==> config.mk <==
export PLATFORM = sky130hd
export DESIGN_NAME = cdb_arbiter
export DESIGN_NICKNAME = d
export VERILOG_FILES = /design/src/rtl/cdb_arbiter.sv
export SDC_FILE = /design/constraint.sdc
export NUM_CORES = 1
export LEC_CHECK = 0
export ABC_CLOCK_PERIOD_IN_PS = 7900
export BUFFER_PORTS_ARGS = -buffer_cell sky130_fd_sc_hd__buf_2
export CORE_ASPECT_RATIO = 1.5
export CORE_MARGIN = 2
export CORE_UTILIZATION = 55
export CTS_BUF_LIST = sky130_fd_sc_hd__clkbuf_4
export CTS_CLUSTER_SIZE = 25
export DETAILED_ROUTE_END_ITERATION = 8
export GPL_TIMING_DRIVEN = 0
export PLACE_DENSITY_LB_ADDON = 0.25
export REMOVE_ABC_BUFFERS = 1
export SYNTH_ARGS = -nofsm -noshare
export SYNTH_HDL_FRONTEND = slang
export SYNTH_SLANG_ARGS = --single-unit
==> constraint.sdc <==
create_clock -name in_clk -period 7.9 [get_ports in_clk]
set_input_delay 0.395 -clock in_clk [delete_from_list [all_inputs] [get_ports in_clk]]
set_output_delay 0.395 -clock in_clk [all_outputs]
set_load 0.05 [all_outputs]
==> src/rtl/cdb_arbiter.sv <==
// Merges the ALU and LSB result streams onto one registered CDB, one broadcast per cycle.
// Latency: enqueue at edge t reaches the CDB at edge t+1 (no bypass); in_rdy=0 freezes all state.
// Backpressure: per-source combinational full flags taken from the registered count only.
module cdb_arbiter #(
    parameter int DEPTH  = 4,
    parameter int ROB_W  = 4,
    parameter int DATA_W = 32
) (
    input  logic              in_clk,
    input  logic              in_rst_n,
    input  logic              in_rdy,
    input  logic              in_flush,
    input  logic              in_alu_enable,
    input  logic [ROB_W-1:0]  in_alu_reorder,
    input  logic [DATA_W-1:0] in_alu_result,
    output logic              out_alu_full,
    input  logic              in_lsb_enable,
    input  logic [ROB_W-1:0]  in_lsb_reorder,
    input  logic [DATA_W-1:0] in_lsb_result,
    output logic              out_lsb_full,
    output logic              out_cdb_enable,
    output logic [ROB_W-1:0]  out_cdb_reorder,
    output logic [DATA_W-1:0] out_cdb_result
);
    localparam int EW = ROB_W + DATA_W;
    localparam int PW = $clog2(DEPTH);
    localparam int CW = PW + 1;

    typedef enum logic {SRC_ALU = 1'b0, SRC_LSB = 1'b1} src_e;

    // Index 0 is the ALU FIFO, index 1 the LSB FIFO.
    logic [EW-1:0]     r_mem   [2][DEPTH];
    logic [PW-1:0]     r_head  [2];
    logic [PW-1:0]     r_tail  [2];
    logic [CW-1:0]     r_count [2];
    src_e              r_last_grant;
    logic              r_cdb_enable;
    logic [ROB_W-1:0]  r_cdb_reorder;
    logic [DATA_W-1:0] r_cdb_result;

    logic [EW-1:0] w_wdat [2];
    logic [1:0]    w_full;
    logic [1:0]    w_empty;
    logic [1:0]    w_push;
    logic [1:0]    w_pop;
    logic          w_grant_alu;
    logic          w_grant_lsb;

    always_comb begin
        for (int s = 0; s < 2; s++) begin
            w_full[s]  = (r_count[s] == CW'(DEPTH));
            w_empty[s] = (r_count[s] == '0);
        end
        w_wdat[0] = {in_alu_reorder, in_alu_result};
        w_wdat[1] = {in_lsb_reorder, in_lsb_result};
        // Tag 0 means "no dependency" and is never worth broadcasting.
        w_push[0] = in_alu_enable && (in_alu_reorder != '0) && !w_full[0];
        w_push[1] = in_lsb_enable && (in_lsb_reorder != '0) && !w_full[1];
        w_grant_alu = !w_empty[0] && (w_empty[1] || (r_last_grant == SRC_LSB));
        w_grant_lsb = !w_empty[1] && !w_grant_alu;
        w_pop[0] = w_grant_alu;
        w_pop[1] = w_grant_lsb;
    end

    always_ff @(posedge in_clk) begin
        if (!in_rst_n) begin
            for (int s = 0; s < 2; s++) begin
                r_head[s]  <= '0;
                r_tail[s]  <= '0;
                r_count[s] <= '0;
            end
        end else if (in_rdy) begin
            for (int s = 0; s < 2; s++) begin
                if (in_flush) begin
                    r_head[s]  <= '0;
                    r_tail[s]  <= '0;
                    r_count[s] <= '0;
                end else begin
                    if (w_push[s]) begin
                        r_mem[s][r_tail[s]] <= w_wdat[s];
                        r_tail[s]           <= r_tail[s] + 1'b1;
                    end
                    if (w_pop[s]) begin
                        r_head[s] <= r_head[s] + 1'b1;
                    end
                    r_count[s] <= r_count[s] + CW'(w_push[s]) - CW'(w_pop[s]);
                end
            end
        end
    end

    // Idle cycles clear the valid but leave tag/data at their last broadcast value.
    always_ff @(posedge in_clk) begin
        if (!in_rst_n) begin
            r_cdb_enable  <= 1'b0;
            r_cdb_reorder <= '0;
            r_cdb_result  <= '0;
            r_last_grant  <= SRC_LSB;
        end else if (in_rdy) begin
            if (in_flush) begin
                r_cdb_enable <= 1'b0;
            end else if (w_grant_alu) begin
                r_cdb_enable                  <= 1'b1;
                {r_cdb_reorder, r_cdb_result} <= r_mem[0][r_head[0]];
                r_last_grant                  <= SRC_ALU;
            end else if (w_grant_lsb) begin
                r_cdb_enable                  <= 1'b1;
                {r_cdb_reorder, r_cdb_result} <= r_mem[1][r_head[1]];
                r_last_grant                  <= SRC_LSB;
            end else begin
                r_cdb_enable <= 1'b0;
            end
        end
    end

    assign out_alu_full    = w_full[0];
    assign out_lsb_full    = w_full[1];
    assign out_cdb_enable  = r_cdb_enable;
    assign out_cdb_reorder = r_cdb_reorder;
    assign out_cdb_result  = r_cdb_result;
endmodule

==> results.toml, run 1 <==
[status]
status = "complete, no violations"

[critical_path]
cp.arrival_ns = 4.06
ff2ff_path_depth = 13
setup.worst_path.start_class = "register"
critPathKind = "register to register"
cp-endpoint = "r_count[1][2]"
r2r_slack_ns = 4.27
r2r-end = "r_count[1][2]"
reg2reg_from = "r_count[1][1]"
critPathMaxFanout = 39
worstSetupEndpointType = "register"
crit_start = "r_count[1][1]"
cp_data_required_time_ns = 8.32

[clocking]
cts_tree = "yes"
root_buffer = "clkbuf_4"
clk_latency_ns = 0.70
post_cts_resized = 0
cts_sinks = 340
cts_buffers = 77
cts_setup_buffers = 0
clkTransAtPathRegs_ns = 0.07
h-tree-depth = 3
cts_hold_buf = 72
clock_path_buffers = 3

[yosys]
ys.flop_type = "edfxtp_1"
syn_area_per_cell_sq_um = 19.1
synth_warnings = 0
synth.area.top_cells = "edfxtp_1, mux4_2, dfxtp_1"
synth_cell_types = 37
synth-edff-count = 302
yosys.area.top_type = "edfxtp_1"
synth_top_cell_area_share_pct = 69.9
ys_seq_area_share_pct = 75.7
synthArstFlopShare_pct = 0
netlist_area_sq_um = 13000
synthCells = 679
ys_seq_elements = 340

[placed_design]
place_ws_ns = 4.30
dpl.hpwl_mm = 16.8
placed_area_sq_um = 14200
io_buffers = 116
place_congestion = 0.755
dp.cells = 1094

[floorplan]
start_util_pct = 56.3
dieArea_sq_um = 24900
core-area_sq_um = 23100
ios = 117
die_w_um = 129
row_count = 68
die_y_um = 192

[route]
drt-total-wl_mm = 27.1
wl_per_cell_um = 20.7
dr.first_iter.drc_count = 610
routed_via_density = 5.50
vias = 7206
ant_nets = 0
drc_errors = 0
dr.pass1.iters = 5

[sta]
worst_slack_ns = 4.27
maxSlewViolCount = 0
finalCritPeriodShare_pct = 46.0
slew_headroom_pct = 37.8
skew_ns = 0.0218
max_freq_ghz = 0.275
hold_viol_final = 0
setup_viol = 0
rsz0062_at_grt = "no"
fin_crit_ns = 3.63
worst_pin_slew_ns = 0.934
tns_ns = 0

[power_and_ir_drop]
p_leak_uw = 0.00564
finalPower_uw = 3760
p_sw_uw = 916
peakVddDrop_mv = 0.135
clockPowerShare_pct = 35.8
seq_power_share_pct = 53.6
combPwrFrac_pct = 10.7
netSwitchingFraction_pct = 24.4
intPower_uw = 2840
p_per_area_nw_per_um2 = 236

[grt]
grt_pass1_wl_mm = 42.1
antenna_found_initial = 2
grt_pass1_vias = 7795
overflow = 0
grt_start_max_net_pins = 47
grt_usage_pct = 22.8

[min_path]
worst_hold_path_type = "input pin to register"
min_delay_path_depth = 3

[flow_run]
cap_violations = 0

[cells_and_area]
drive_gt1_share_pct = 35.1
nets = 1022
area_delta_synth_final_pct = 22.6
fin_area_sq_um = 15900
instances_no_fill = 1309
-- worst min-delay path by stage --
stage                            start                 end  slack (ns)
floorplan                     in_rst_n        r_last_grant        0.46
global placement          r_last_grant        r_last_grant        0.50
detailed placement  out_cdb_result[26]  out_cdb_result[26]        0.51
CTS                             in_rdy      out_cdb_enable        0.08
global route                    in_rdy      out_cdb_enable        0.09
finish                          in_rdy      out_cdb_enable        0.13
-- cell type report --
| class | count | area [sq um] |
|---|---|---|
| multi-input combinational | 290 | 2890 |
| fill | 1555 | 7150 |
| inverter | 12 | 45.0 |
| sequential | 340 | 9830 |
| clock buffer | 120 | 901 |
| tap | 315 | 394 |
| timing repair buffer | 209 | 1770 |
| antenna | 2 | 5.00 |
| clock inverter | 21 | 80.1 |
-- Yosys cell counts, drive strengths merged (2+ instances only) --
cell and count:
xnor2 5, buf 24, and3 10, edfxtp 302, clkbuf 13, a31oi 36
ha 12, nand2b 3, nand2 79, o41ai 2, mux4 72, inv 12
and2 6, dfxtp 38, o21ai 38, fa 2, nor3 5, nor2 9
-- critical path, cell delays in order, from the launching register on --
cell and delay, ns:
edfxtp_1 0.50, nor3_4 0.38, o21ai_4 0.18, buf_12 0.21, inv_2 0.63, nor2_1 0.09
ha_1 0.32, inv_1 0.06, ha_1 0.14, inv_1 0.05, fa_1 0.40, xor2_1 0.19
xnor2_1 0.15, nor2_1 0.06
-- cell usage in the layout, fill, tap and decap left out, drive strengths merged, types with 3 or more instances in the layout --
master | Yosys | final
a31oi | 36 | 36
ha | 12 | 12
buf | 24 | 137
nor3 | 5 | 5
xnor2 | 5 | 5
nor2 | 9 | 9
mux4 | 72 | 72
dlygate4sd3 | 0 | 72
o21ai | 38 | 38
clkbuf | 13 | 120
and3 | 10 | 10
nand2b | 3 | 3
nand2 | 79 | 79
edfxtp | 302 | 302
clkinv | 0 | 16
inv | 12 | 17
dfxtp | 38 | 38
and2 | 6 | 6
-- power groups by stage --
stage,sequential [uW],clock [uW],combinational [uW]
floorplan,2120,0,151
global placement,2080,0,312
detailed placement,2050,0,373
CTS,2010,1380,403
global route,2020,1460,433
finish,2010,1340,402
-- metrics by stage --
step | hold WS, ns | util (%)
final | 0.127 | 69.0
after global placement | 0.501 | 59.5
after floorplan | 0.457 | -
after global routing | 0.0946 | 69.0
after CTS | 0.0785 | 69.0
after detailed placement | 0.513 | 61.6
-- registers in the layout (all words and copies together) (netlist names) --
name and cells:
r_mem 288, out_cdb_result 32, r_count 6, out_cdb_reorder 4, r_head 4, r_tail 4, out_cdb_enable 1, r_last_grant 1
-- per-layer routing --
metal | vias to the layer above | routed length, um | track usage [%]
met4 | 0 | 578 | 9.35
met3 | 44 | 1730 | 5.49
met1 | 3608 | 10900 | 29.0
met5 | - | 0 | 0
li1 | 3263 | - | -
met2 | 291 | 13900 | 38.1
-- cell families (layout without fill, tap and decap cells) --
group                    after synthesis  in the layout  share of synthesized area, %
flip-flops                           340            340                          75.7
adder cells (fa/ha/maj)               14             14                          1.47
XOR/XNOR                               6              6                         0.405
multiplexers                          72             72                          12.5
other                                  0              2                             0
buffers and inverters                 49            362                          2.13
AND/OR/NAND/NOR                      118            118                          4.10
AO/OA/AOI/OAI                         80             80                          3.65
Note: power is estimated with default switching activity, not from simulation.
==> inputs of run 2 (changes only) <==
--- a/config.mk
+++ b/config.mk
@@ -5,7 +5,7 @@
 export SDC_FILE = /design/constraint.sdc
 export NUM_CORES = 1
 export LEC_CHECK = 0
-export ABC_CLOCK_PERIOD_IN_PS = 7900
+export ABC_CLOCK_PERIOD_IN_PS = 3000
 export BUFFER_PORTS_ARGS = -buffer_cell sky130_fd_sc_hd__buf_2
 export CORE_ASPECT_RATIO = 1.5
 export CORE_MARGIN = 2
==> constraint.sdc (replaced) <==
create_clock -name in_clk -period 3 [get_ports in_clk]
set_input_delay 0.15 -clock in_clk [delete_from_list [all_inputs] [get_ports in_clk]]
set_output_delay 0.15 -clock in_clk [all_outputs]
set_load 0.05 [all_outputs]
==> run 2 against run 1 <==
Compared with the run above:
- die area unchanged
- sequential power increased to 2.6 times the previous value
- worst hold slack worse by 0.048 ns
- combinational power rose to 2.8 times the previous value
- global-route usage rose by 0.37 points
- largest cell class unchanged
==> results.toml, run 2 (synthesis results as in run 1) <==
[status]
status = "complete, no violations"

[placed_design]
place_congestion = 0.755
dpl.hpwl_mm = 16.8
io_buffers = 116

[clocking]
clkTransAtPathRegs_ns = 0.07
cts_sinks = 340
cts_tree = "yes"
cts_buffers = 77
clk_latency_ns = 0.69
root_buffer = "clkbuf_4"
h-tree-depth = 3
clock_path_buffers = 3

[sta]
rsz0062_at_grt = "no"
tns_ns = 0
slew_headroom_pct = 38.6
maxSlewViolCount = 0
finalCritPeriodShare_pct = 94.6
max_freq_ghz = 0.352
worst_pin_slew_ns = 0.921
hold_viol_final = 0
setup_viol = 0
fin_crit_ns = 2.84
skew_ns = 0.0203

[critical_path]
cp.arrival_ns = 3.27
critPathSlowestCell = "edfxtp_1"
cp_data_required_time_ns = 3.43
critPathKind = "register to register"
worstSetupEndpointType = "register"
path_buf_inv = 4
cp_top_family = "adder cells"
setup.worst_path.start_class = "register"
critPathMaxStageDelay_ns = 0.42
path_cells = "or3_4 > o21ai_4 > buf_12 > inv_12 > nor2_1 > ha_1 > inv_1 > ha_1 > inv_1 > fa_1 > xor2_1 > xnor2_1 > nor2_1"
critPathMaxFanout = 39

[grt]
grt_pass1_vias = 7874
grt_pass1_wl_mm = 42.6
antenna_found_initial = 2
grt_usage_pct = 23.2
grt_start_max_net_pins = 47
overflow = 0

[route]
drt-total-wl_mm = 27.7
ant_nets = 0
wl_per_cell_um = 20.9
dr.first_iter.drc_count = 572
vias = 7301
routed_via_density = 5.53
dr.pass1.iters = 5
drc_errors = 0

[cells_and_area]
fill_cells = 1542
drive_gt1_share_pct = 35.5
nets = 1033
layout_common_cells = "edfxtp_1, clkbuf_4, buf_2, nand2_1, dlygate4sd3_1"
multi_input_comb_area_sq_um = 2890
area_delta_synth_final_pct = 23.6
final_common_cell = "edfxtp_1"
largest_reg_flops = 288
regArea_sq_um = 9830

[min_path]
worst_hold_path_type = "input pin to register"

[power_and_ir_drop]
peakVddDrop_mv = 0.357
finalPower_uw = 9960
p_leak_uw = 0.00571
p_per_area_nw_per_um2 = 621

[floorplan]
start_util_pct = 56.3
ios = 117
core-area_sq_um = 23100
die_w_um = 129
dieArea_sq_um = 24900
die_y_um = 192
row_count = 68

[flow_run]
cap_violations = 0
run 2: layout make-up:
cell class / count / area share (%)
antenna: 2 / 0.0312
clock buffer: 120 / 5.62
clock inverter: 21 / 0.499
inverter: 12 / 0.359
multi-input combinational: 290 / 18.0
sequential: 340 / 61.3
tap: 315 / 2.46
timing repair buffer: 220 / 11.7
run 2: worst paths after layout:
path                         to  cells after the start  slack, ns               start
min                r_last_grant                      2       0.08            in_rst_n
max               r_count[1][2]                     13       0.16       r_count[0][0]
max reg2reg       r_count[1][2]                     13       0.16       r_count[0][0]
min reg2reg  out_cdb_result[27]                      2       0.53  out_cdb_result[27]
run 2: repair_timing:
action,CTS,global route
hold endpoints to repair,299,0
buffers inserted,2,5
hold buffers,75,0
cloned,1,0
pin swaps,1,0
resized for setup,3,2
setup endpoints to repair,5,1
run 2: metal layers:
metal	part of all wire, %	vias to the layer above	GRT usage [%]	routed length, um
met4	2.0	0	9.39	551
li1	-	3294	-	-
met3	6.5	41	5.38	1810
met2	52	290	39.1	14400
met1	40	3676	29.2	10900
met5	0	-	0	0
run 2: per-stage QoR:
stage / instance area [sq um] / setup WS, ns / util, % / hold slack (ns) / cells
3_5_place_dp: 14200 / -0.602 / 61.6 / 0.369 / 1094
3_3_place_gp: 13700 / -1.66 / 59.5 / 0.360 / 1073
2_1_floorplan: 12700 / -0.378 / - / 0.212 / 642
4_1_cts: 16000 / 0.0319 / 69.3 / 0.0191 / 1313
6_report: 16000 / 0.163 / 69.6 / 0.0793 / 1320
5_1_grt: 16000 / 0.00669 / 69.6 / 0.0460 / 1320
run 2: power by group:
group | switching (uW) | internal, uW | total, uW
registers | 66.6 | 5240 | 5300
logic | 649 | 469 | 1120
clock network | 1710 | 1820 | 3540
total | 2430 | 7530 | 9960
==> inputs of run 3 (changes only) <==
--- a/config.mk
+++ b/config.mk
@@ -5,8 +5,8 @@
 export SDC_FILE = /design/constraint.sdc
 export NUM_CORES = 1
 export LEC_CHECK = 0
-export ABC_CLOCK_PERIOD_IN_PS = 3000
 export BUFFER_PORTS_ARGS = -buffer_cell sky130_fd_sc_hd__buf_2
+export CAP_MARGIN = 15
 export CORE_ASPECT_RATIO = 1.5
 export CORE_MARGIN = 2
 export CORE_UTILIZATION = 55
==> constraint.sdc (replaced) <==
create_clock -name in_clk -period 3 [get_ports in_clk]
set_input_delay 0.3 -clock in_clk [delete_from_list [all_inputs] [get_ports in_clk]]
set_output_delay 0.3 -clock in_clk [all_outputs]
set_load 0.05 [all_outputs]
==> run 3 against run 2 <==
Compared with the run above:
- worst hold slack got worse by 0.0079 ns
- first-iteration DRC count up 12%
- highest routed layer unchanged
- power up 2.0%
- largest power group unchanged
- critical endpoint unchanged
- sequential power about the same
- clock power up 5%
- largest cell class unchanged
- count of clock-buffer cells in the layout increased by 9
- die area unchanged
- worst setup slack worse by 0.034 ns
==> results.toml, run 3 (synthesis results as in run 1) <==
[min_path]
min_delay_path_depth = 3
min_from = "in_alu_enable"
worst_hold_path_type = "input pin to register"
min_to = "r_tail[0][0]"

[placed_design]
place_congestion = 0.755
place_ws_ns = -0.621
dpl.hpwl_mm = 16.8
io_buffers = 116

[sta]
tns_ns = 0
maxSlewViolCount = 0
slew_headroom_pct = 36.3
hold_viol_final = 0
fin_crit_ns = 2.87
skew_ns = 0.0290
max_freq_ghz = 0.348
setup_viol = 0
rsz0062_at_grt = "no"
hold_slack_ns = 0.0714
worst_slack_ns = 0.128
worst_pin_slew_ns = 0.956
finalCritPeriodShare_pct = 95.7

[critical_path]
cp.arrival_ns = 3.31
reg2reg_from = "r_count[0][0]"
r2r_slack_ns = 0.13
critPathSlowestCell = "edfxtp_1"
path_cells = "or3_4 > o21ai_4 > buf_12 > inv_12 > nor2_2 > ha_1 > inv_1 > ha_1 > inv_1 > fa_1 > xor2_1 > xnor2_1 > nor2_1"
critPathKind = "register to register"
setup.worst_path.start_class = "register"
cp_top_family = "adder cells"
critPathMaxFanout = 39
critPathMaxStageDelay_ns = 0.43
crit_start = "r_count[0][0]"
ff2ff_path_depth = 13
path_buf_inv = 4
cp_data_required_time_ns = 3.44
worstSetupEndpointType = "register"
crit_cells = 13
r2r-end = "r_count[1][2]"

[clocking]
cts_buffers = 78
clkTransAtPathRegs_ns = 0.07
cts_sinks = 340
clock_path_buffers = 3
cts_tree = "yes"
h-tree-depth = 3
clk_latency_ns = 0.69
root_buffer = "clkbuf_4"

[cells_and_area]
nets = 1035
layout_common_cells = "edfxtp_1, clkbuf_4, buf_2, nand2_1, dlygate4sd3_1"
drive_gt1_share_pct = 36.3
area_delta_synth_final_pct = 24.2
largest_reg_flops = 288
final_common_cell = "edfxtp_1"

[power_and_ir_drop]
p_per_area_nw_per_um2 = 631
intPower_uw = 7740
netSwitchingFraction_pct = 23.8
p_sw_uw = 2420
p_leak_uw = 0.00576
peakVddDrop_mv = 0.364
combPwrFrac_pct = 11.1
clockPowerShare_pct = 36.7
seq_power_share_pct = 52.2

[grt]
overflow = 0
grt_pass1_wl_mm = 43.3
grt_usage_pct = 23.5
grt_pass1_vias = 7959
grt_start_max_net_pins = 47
antenna_found_initial = 1

[flow_run]
cap_violations = 0

[route]
vias = 7345
routed_via_density = 5.55
drc_errors = 0
dr.first_iter.drc_count = 639
wl_per_cell_um = 21.0
drt-total-wl_mm = 27.9
ant_nets = 0
dr.pass1.iters = 5

[floorplan]
die_w_um = 129
dieArea_sq_um = 24900
core-area_sq_um = 23100
ios = 117
start_util_pct = 56.3
row_count = 68
die_y_um = 192

[status]
status = "complete, no violations"
-- run 3: per-layer routing --
metal / track usage [%] / share of wire, %
met3: 5.65 / 6.3
met1: 30.3 / 40
met5: 0 / 0
met4: 8.85 / 2.4
met2: 38.9 / 52
-- run 3: power by group through the flow --
| stage | Clock (uW) | Sequential (uW) | Combinational (uW) |
|---|---|---|---|
| detailed placement | 0 | 5410 | 982 |
| floorplan | 0 | 5590 | 398 |
| CTS | 3830 | 5300 | 1100 |
| global route | 4070 | 5310 | 1210 |
| global placement | 0 | 5470 | 822 |
| finish | 3730 | 5300 | 1130 |
-- run 3: worst max-delay path by stage --
stage,to,slack [ns]
global route,r_count[1][2],0.009
finish,r_count[1][2],0.13
CTS,r_count[1][2],0.02
floorplan,r_count[1][2],-0.38
global placement,r_count[1][2],-1.66
detailed placement,r_count[1][2],-0.62
-- run 3: timing repair --
item,CTS,global route
cloned,1,0
hold endpoints to repair,291,0
hold buffers,74,0
setup endpoints to repair,5,1
setup buffers,2,7
resized for setup,3,3
pin swaps,1,1
-- run 3: worst min-delay path: cells and delay by family --
family	cells	cell delay, ns
simple gates	1	0.06
compound gates	1	0.12
buf+inv	1	0.10
-- run 3: through the flow --
stage               power (uW)  cell area, sq um  util (%)  cells
finish                   10200             16100      69.9   1324
global route             10600             16100      69.9   1324
floorplan                 5980             12700         -    642
global placement          6290             13700      59.5   1073
detailed placement        6390             14200      61.6   1094
CTS                      10200             16100      69.6   1316
-- run 3: cell type report --
class	count	area [sq um]
Antenna cell	1	2.50
Clock buffer	129	968
Clock inverter	16	86.3
Fill cell	1501	6940
Inverter	12	57.6
Multi-Input combinational cell	290	2890
Sequential cell	340	9830
Tap cell	315	394
Timing Repair Buffer	221	1890
